File: src/rtl/pid_output_router.sv
// Steers the single PID result stream into per-destination FWFT FIFOs, each with its own
// overflow policy, saturating overflow counter and fill level.
module pid_output_router #(
  parameter int N_DEST    = 8,
  parameter int W_CHAN    = 5,
  parameter int W_DATA    = 48,
  parameter int CHAN_BASE = 0,
  parameter int DEPTH     = 4,
  parameter int W_OVF     = 16,
  localparam int W_PTR    = $clog2(DEPTH),
  localparam int W_FILL   = W_PTR + 1
) (
  input  logic                       clk_in,
  input  logic                       rst_n_in,
  input  logic                       dv_in,
  input  logic [W_CHAN-1:0]          chan_in,
  input  logic [W_DATA-1:0]          data_in,
  input  logic [N_DEST-1:0]          mode_in,
  input  logic                       ovf_clr_in,
  input  logic [N_DEST-1:0]          done_in,
  output logic [N_DEST-1:0]          dv_out,
  output logic [N_DEST*W_DATA-1:0]   data_out,
  output logic [N_DEST*W_FILL-1:0]   fill_out,
  output logic [N_DEST*W_OVF-1:0]    ovf_cnt_out,
  output logic                       unmap_out
);

  logic [32:0] chan_off_s;
  logic [31:0] dest_idx_s;
  logic        map_ok_s;
  logic        unmap_r;

  // Channel-to-destination mapping; the borrow bit flags channels below the base.
  always_comb begin
    chan_off_s = {1'b0, 32'(chan_in)} - {1'b0, 32'(CHAN_BASE)};
    dest_idx_s = chan_off_s[31:0];
    map_ok_s   = !chan_off_s[32] && (dest_idx_s < 32'(N_DEST));
  end

  // One-cycle flag for words that land outside the mapped channel range.
  always_ff @(posedge clk_in or negedge rst_n_in) begin
    if (!rst_n_in) begin
      unmap_r <= 1'b0;
    end else begin
      unmap_r <= dv_in && !map_ok_s;
    end
  end

  assign unmap_out = unmap_r;

  for (genvar d = 0; d < N_DEST; d++) begin : g_dest
    logic [W_DATA-1:0] mem_r [DEPTH];
    logic [W_PTR-1:0]  rd_ptr_r;
    logic [W_PTR-1:0]  wr_ptr_r;
    logic [W_FILL-1:0] fill_r;
    logic [W_FILL-1:0] fill_nxt_s;
    logic [W_OVF-1:0]  ovf_cnt_r;
    logic              push_s;
    logic              pop_s;
    logic              full_s;
    logic              ovf_s;
    logic              wr_en_s;
    logic              rd_adv_s;
    logic              head_vld_s;

    // Push/pop decode; an overwrite-mode overflow behaves like a simultaneous push and pop.
    always_comb begin
      head_vld_s = (fill_r != {W_FILL{1'b0}});
      push_s     = dv_in && map_ok_s && (dest_idx_s == 32'(d));
      pop_s      = done_in[d] && head_vld_s;
      full_s     = (fill_r == W_FILL'(DEPTH));
      ovf_s      = push_s && full_s && !pop_s;
      wr_en_s    = push_s && (!ovf_s || mode_in[d]);
      rd_adv_s   = pop_s || (ovf_s && mode_in[d]);
      if (wr_en_s && !rd_adv_s) begin
        fill_nxt_s = fill_r + W_FILL'(1);
      end else if (rd_adv_s && !wr_en_s) begin
        fill_nxt_s = fill_r - W_FILL'(1);
      end else begin
        fill_nxt_s = fill_r;
      end
    end

    // Pointer and occupancy state; pointers wrap naturally at DEPTH.
    always_ff @(posedge clk_in or negedge rst_n_in) begin
      if (!rst_n_in) begin
        rd_ptr_r <= {W_PTR{1'b0}};
        wr_ptr_r <= {W_PTR{1'b0}};
        fill_r   <= {W_FILL{1'b0}};
      end else begin
        if (wr_en_s) begin
          wr_ptr_r <= wr_ptr_r + W_PTR'(1);
        end
        if (rd_adv_s) begin
          rd_ptr_r <= rd_ptr_r + W_PTR'(1);
        end
        fill_r <= fill_nxt_s;
      end
    end

    // Word storage; contents need no reset because fill gates visibility.
    always_ff @(posedge clk_in) begin
      if (wr_en_s) begin
        mem_r[wr_ptr_r] <= data_in;
      end
    end

    // Saturating overflow counter; clear wins over a same-cycle increment.
    always_ff @(posedge clk_in or negedge rst_n_in) begin
      if (!rst_n_in) begin
        ovf_cnt_r <= {W_OVF{1'b0}};
      end else if (ovf_clr_in) begin
        ovf_cnt_r <= {W_OVF{1'b0}};
      end else if (ovf_s && (ovf_cnt_r != {W_OVF{1'b1}})) begin
        ovf_cnt_r <= ovf_cnt_r + W_OVF'(1);
      end
    end

    assign dv_out[d]                        = head_vld_s;
    assign data_out[d*W_DATA +: W_DATA]     = head_vld_s ? mem_r[rd_ptr_r] : {W_DATA{1'b0}};
    assign fill_out[d*W_FILL +: W_FILL]     = fill_r;
    assign ovf_cnt_out[d*W_OVF +: W_OVF]    = ovf_cnt_r;
  end

endmodule
File: config.mk
export PLATFORM = sky130hd
export DESIGN_NAME = pid_output_router
export DESIGN_NICKNAME = d
export VERILOG_FILES = /design/src/rtl/pid_output_router.sv
export SDC_FILE = /design/constraint.sdc
export NUM_CORES = 2
export LEC_CHECK = 0
export ABC_AREA = 1
export CAP_MARGIN = 20
export CORE_ASPECT_RATIO = 0.7
export CORE_MARGIN = 4
export CORE_UTILIZATION = 40
export DETAILED_ROUTE_END_ITERATION = 10
export GPL_ROUTABILITY_DRIVEN = 1
export PLACE_DENSITY = 0.62
export SLEW_MARGIN = 20
export SYNTH_ARGS = -nofsm -noshare
export SYNTH_HDL_FRONTEND = slang
export SYNTH_SLANG_ARGS = --single-unit
export TNS_END_PERCENT = 10
File: constraint.sdc
create_clock -name clk_in -period 3.1 [get_ports clk_in]
set_input_delay 0.62 -clock clk_in [delete_from_list [all_inputs] [get_ports clk_in]]
set_output_delay 0.62 -clock clk_in [all_outputs]
set_load 0.005 [all_outputs]
==> flow_summary.toml <==
[status]
outcome = "finished with violations"
failed_checks = "setup timing"

[global_routing]
antenna_found_initial = 38
grt_overflow = 0
grt_start_max_net_pins = 104
global_route_wire_length_before_repair_um = 337000
grt_use_total_pct = 24.8
number_of_global_route_vias_before_repair = 47400

[synth]
mapped_cell_area_um2 = 71300
synthesis.area_per_instance_um2 = 11.4
synth_enable_flop_cells = 1536
synthesis.instances = 6248
synth.distinct_cells = 35
synth_fp_nets = 6377
yosys_warnings = 0
synth-seq-cells = 1721
seq_area_frac_synth_pct = 71.2
synth-async-reset-ratio_pct = 10.7
synth-main-ff-cell = "sky130_fd_sc_hd__edfxtp_1"

[critical_path]
critical_path_arrival_ns = 2.76
critPathCaptureType = "output pin"
critPathLaunchType = "flip-flop"
highest_net_fanout_along_the_worst_path = 19
origin_of_the_worst_setup_path = "g_dest[3].rd_ptr_r[0]$_DFFE_PN0P_"
worst_r2r_startpoint = "g_dest[2].fill_r[0]$_DFFE_PN0P_"
setup.worst_path.class = "flip-flop to output pin"
worst_ep_required_time_ns = 2.48

[floorplanning]
top_level_ports = 618
initial_utilization_pct = 40.3
die_width_um = 513
placement_rows = 129
design.die.area_um2 = 185000
design.core.area_um2 = 177000
floorplan.die.height_um = 361

[timing]
final_number_of_setup_violating_endpoints = 109
layout_worst_path_cycle_share_pct = 109
worst_slack_ns = -0.277
rsz0062_at_grt = "yes"
worst_tran_pin_value_ns = 1.14
min_period_ns = 3.38
hold_slack_ns = 0.0789
timing_max_transition_violations_final = 0
fin_worst_skew_ns = 0.0353
fmax_mhz = 296
finalHoldViolations = 0
slew_headroom_pct = 24.1

[cts]
clk_root_buffer_cell = "sky130_fd_sc_hd__clkbuf_16"
cts-htree-levels = 4
numClockSinks = 1721
clock_insertion_delay_worst_skew_ns = 0.81
numCtsBuffers = 168
tritoncts = "done"
reg_clk_slew_reported_paths_ns = 0.07
ctsLongestPathBuffers = 3

[layout]
finalNetCount = 7225
final_layout_size_suffix_gt1_share_pct = 14.7
layout.cells.non_filler = 9613
area_delta_synth_final_pct = 26.4
utilization_pct = 50.9
layout.filler_cells = 15400

[detailed_routing]
route.final.wire_length_um = 238000
routed_via_density = 5.36
drt-pass1-iter-count = 5
postRouteAntennaNets = 0
drt_iter0_markers = 6467
detail_route.drc_violations = 0
routed-via-count = 51500
route.detailed.wl_per_inst_um = 24.8

[power]
leakagePower_nw = 32.8
ir_drop_worst_vdd_v = 0.000546
power_density_nw_per_um2 = 872

[worst_hold_path]
hp-start = "data_in[21]"
hold_path_class = "input pin to flip-flop"

[flow_run]
maxCapViolCount = 0

[placement]
gp_congestion = 0.868
buffer_ports.inserted = 617
dp_hpwl_um = 147000
placed_cells = 9209
## cell usage in the layout, fill, tap and decap left out, types with 68 or more instances in the layout
cell / count
sky130_fd_sc_hd__nor2_1: 1711
sky130_fd_sc_hd__edfxtp_1: 1536
sky130_fd_sc_hd__o21ai_0: 683
sky130_fd_sc_hd__nand2_1: 481
sky130_fd_sc_hd__clkdlybuf4s50_1: 288
sky130_fd_sc_hd__a21oi_1: 254
sky130_fd_sc_hd__buf_4: 250
sky130_fd_sc_hd__nand3_1: 238
sky130_fd_sc_hd__inv_1: 182
sky130_fd_sc_hd__clkbuf_16: 182
sky130_fd_sc_hd__dfrtp_1: 165
sky130_fd_sc_hd__a21oi_2: 137
sky130_fd_sc_hd__dlygate4sd2_1: 114
sky130_fd_sc_hd__o21ai_1: 112
sky130_fd_sc_hd__buf_12: 106
sky130_fd_sc_hd__xor2_1: 68
## cell usage after synthesis, types with 7 or more instances
master                     instances  area share (%)
sky130_fd_sc_hd__nor2_1         1753             9.2
sky130_fd_sc_hd__edfxtp_1       1536              65
sky130_fd_sc_hd__o21ai_0         719             5.0
sky130_fd_sc_hd__nand2_1         482             2.5
sky130_fd_sc_hd__a21oi_1         392             2.8
sky130_fd_sc_hd__nand3_1         238             1.7
sky130_fd_sc_hd__clkbuf_1        199             1.0
sky130_fd_sc_hd__inv_1           186            0.98
sky130_fd_sc_hd__dfrtp_1         185             6.5
sky130_fd_sc_hd__o21ai_1          77            0.54
sky130_fd_sc_hd__buf_2            72            0.51
sky130_fd_sc_hd__xor2_1           68            0.84
sky130_fd_sc_hd__nand4_1          63            0.55
sky130_fd_sc_hd__buf_1            54            0.28
sky130_fd_sc_hd__ha_1             48            0.84
sky130_fd_sc_hd__nand3b_1         27            0.28
sky130_fd_sc_hd__o21bai_1         21            0.22
sky130_fd_sc_hd__nor2_2           20            0.18
sky130_fd_sc_hd__buf_4            16            0.17
sky130_fd_sc_hd__nor3_1           15            0.11
sky130_fd_sc_hd__inv_2            11           0.058
sky130_fd_sc_hd__xnor2_1          10            0.12
sky130_fd_sc_hd__fa_1              8            0.22
sky130_fd_sc_hd__mux2_2            8            0.13
sky130_fd_sc_hd__nor2_4            7            0.11
sky130_fd_sc_hd__o21ai_2           7           0.086
## metrics by stage
| step | TNS, ns | setup slack [ns] | instance area, µm² | power, mW |
|---|---|---|---|---|
| 4_1_cts | -38.74 | -0.315 | 89500 | 78.5 |
| 3_3_place_gp | -0.701 | -0.159 | 82700 | 56.5 |
| 6_report | -16.50 | -0.277 | 90100 | 78.6 |
| 5_1_grt | -31.16 | -0.387 | 90100 | 82.3 |
| 2_1_floorplan | -888.21 | -0.639 | 71300 | 39.2 |
| 3_5_place_dp | -0.844 | -0.173 | 82700 | 56.6 |
## cell type report
type	instances	area, µm²	share of cell area, %
Antenna cell	19	47.5	0.0528
Clock buffer	216	4560	5.06
Clock inverter	94	966	1.07
Inverter	197	785	0.871
Multi-Input combinational cell	3985	19200	21.3
Sequential cell	1721	50800	56.4
Tap cell	2358	2950	3.27
Timing Repair Buffer	1023	10800	12.0
## repair_timing
item / 4_1_cts / 5_1_grt
hold buffers: 1 / 0
cloned: 18 / 11
hold endpoints to repair: 45 / 0
endpoints found under the setup margin: 385 / 290
buffers inserted: 25 / 21
gates resized for setup: 509 / 254
pin swaps: 95 / 94
## where the power goes
part / internal [mW] / leakage, nW / switching [mW]
combinational: 13.3 / 13.9 / 18.1
clock: 11.6 / 2.68 / 9.12
sequential: 25.8 / 16.2 / 0.661
total: 50.7 / 32.8 / 27.9
## sequential cells by signal, summed over array words and instances, names as in the netlist
| name | count |
|---|---|
| g_dest.fill_r | 24 |
| g_dest.mem_r | 1536 |
| g_dest.rd_ptr_r | 16 |
| g_dest.ovf_cnt_r | 128 |
| g_dest.wr_ptr_r | 16 |
| unmap_out | 1 |
## path summary, 6_finish.rpt
| check | end | slack (ns) | cells after the start |
|---|---|---|---|
| worst max-delay path | data_out[169] | -0.28 | 7 |
| worst min-delay path | g_dest[0].mem_r[0][21]$_DFFE_PP_ | 0.08 | 1 |
| worst max register to register | g_dest[2].fill_r[2]$_DFFE_PN0P_ | 0.65 | 13 |
| worst min register to register | g_dest[2].fill_r[0]$_DFFE_PN0P_ | 0.54 | 1 |
| max in group asynchronous | g_dest[2].ovf_cnt_r[13]$_DFFE_PN0P_ | 1.93 | 3 |
| min in group asynchronous | g_dest[1].ovf_cnt_r[11]$_DFFE_PN0P_ | 0.34 | 2 |
## critical path, stage by stage (launching register included)
cell                              delay (ns)
sky130_fd_sc_hd__dfrtp_4                0.54
sky130_fd_sc_hd__buf_4                  0.18
sky130_fd_sc_hd__clkbuf_16              0.19
sky130_fd_sc_hd__nor2_1                 0.06
sky130_fd_sc_hd__nor2_1                 0.07
sky130_fd_sc_hd__o21ai_0                0.10
sky130_fd_sc_hd__a21oi_2                0.25
sky130_fd_sc_hd__clkdlybuf4s50_1        0.56
## kinds of logic after synthesis
group	after synthesis	synth area share, %
adder cells (fa/ha/maj)	56	1.07
buffers and inverters	542	3.11
AND/OR/NAND/NOR	2625	14.9
AO/OA/AOI/OAI	1218	8.68
XOR/XNOR	78	0.958
multiplexers	8	0.126
flip-flops	1721	71.2
## metal layers
layer	wire (µm)	GRT usage [%]	vias to the layer above
met5	22	0	-
met4	8120	7.99	4
met3	22300	4.38	337
met2	106000	37.6	2361
met1	101000	36.2	25400
li1	-	-	23400
(Power assumes the default switching activity.)
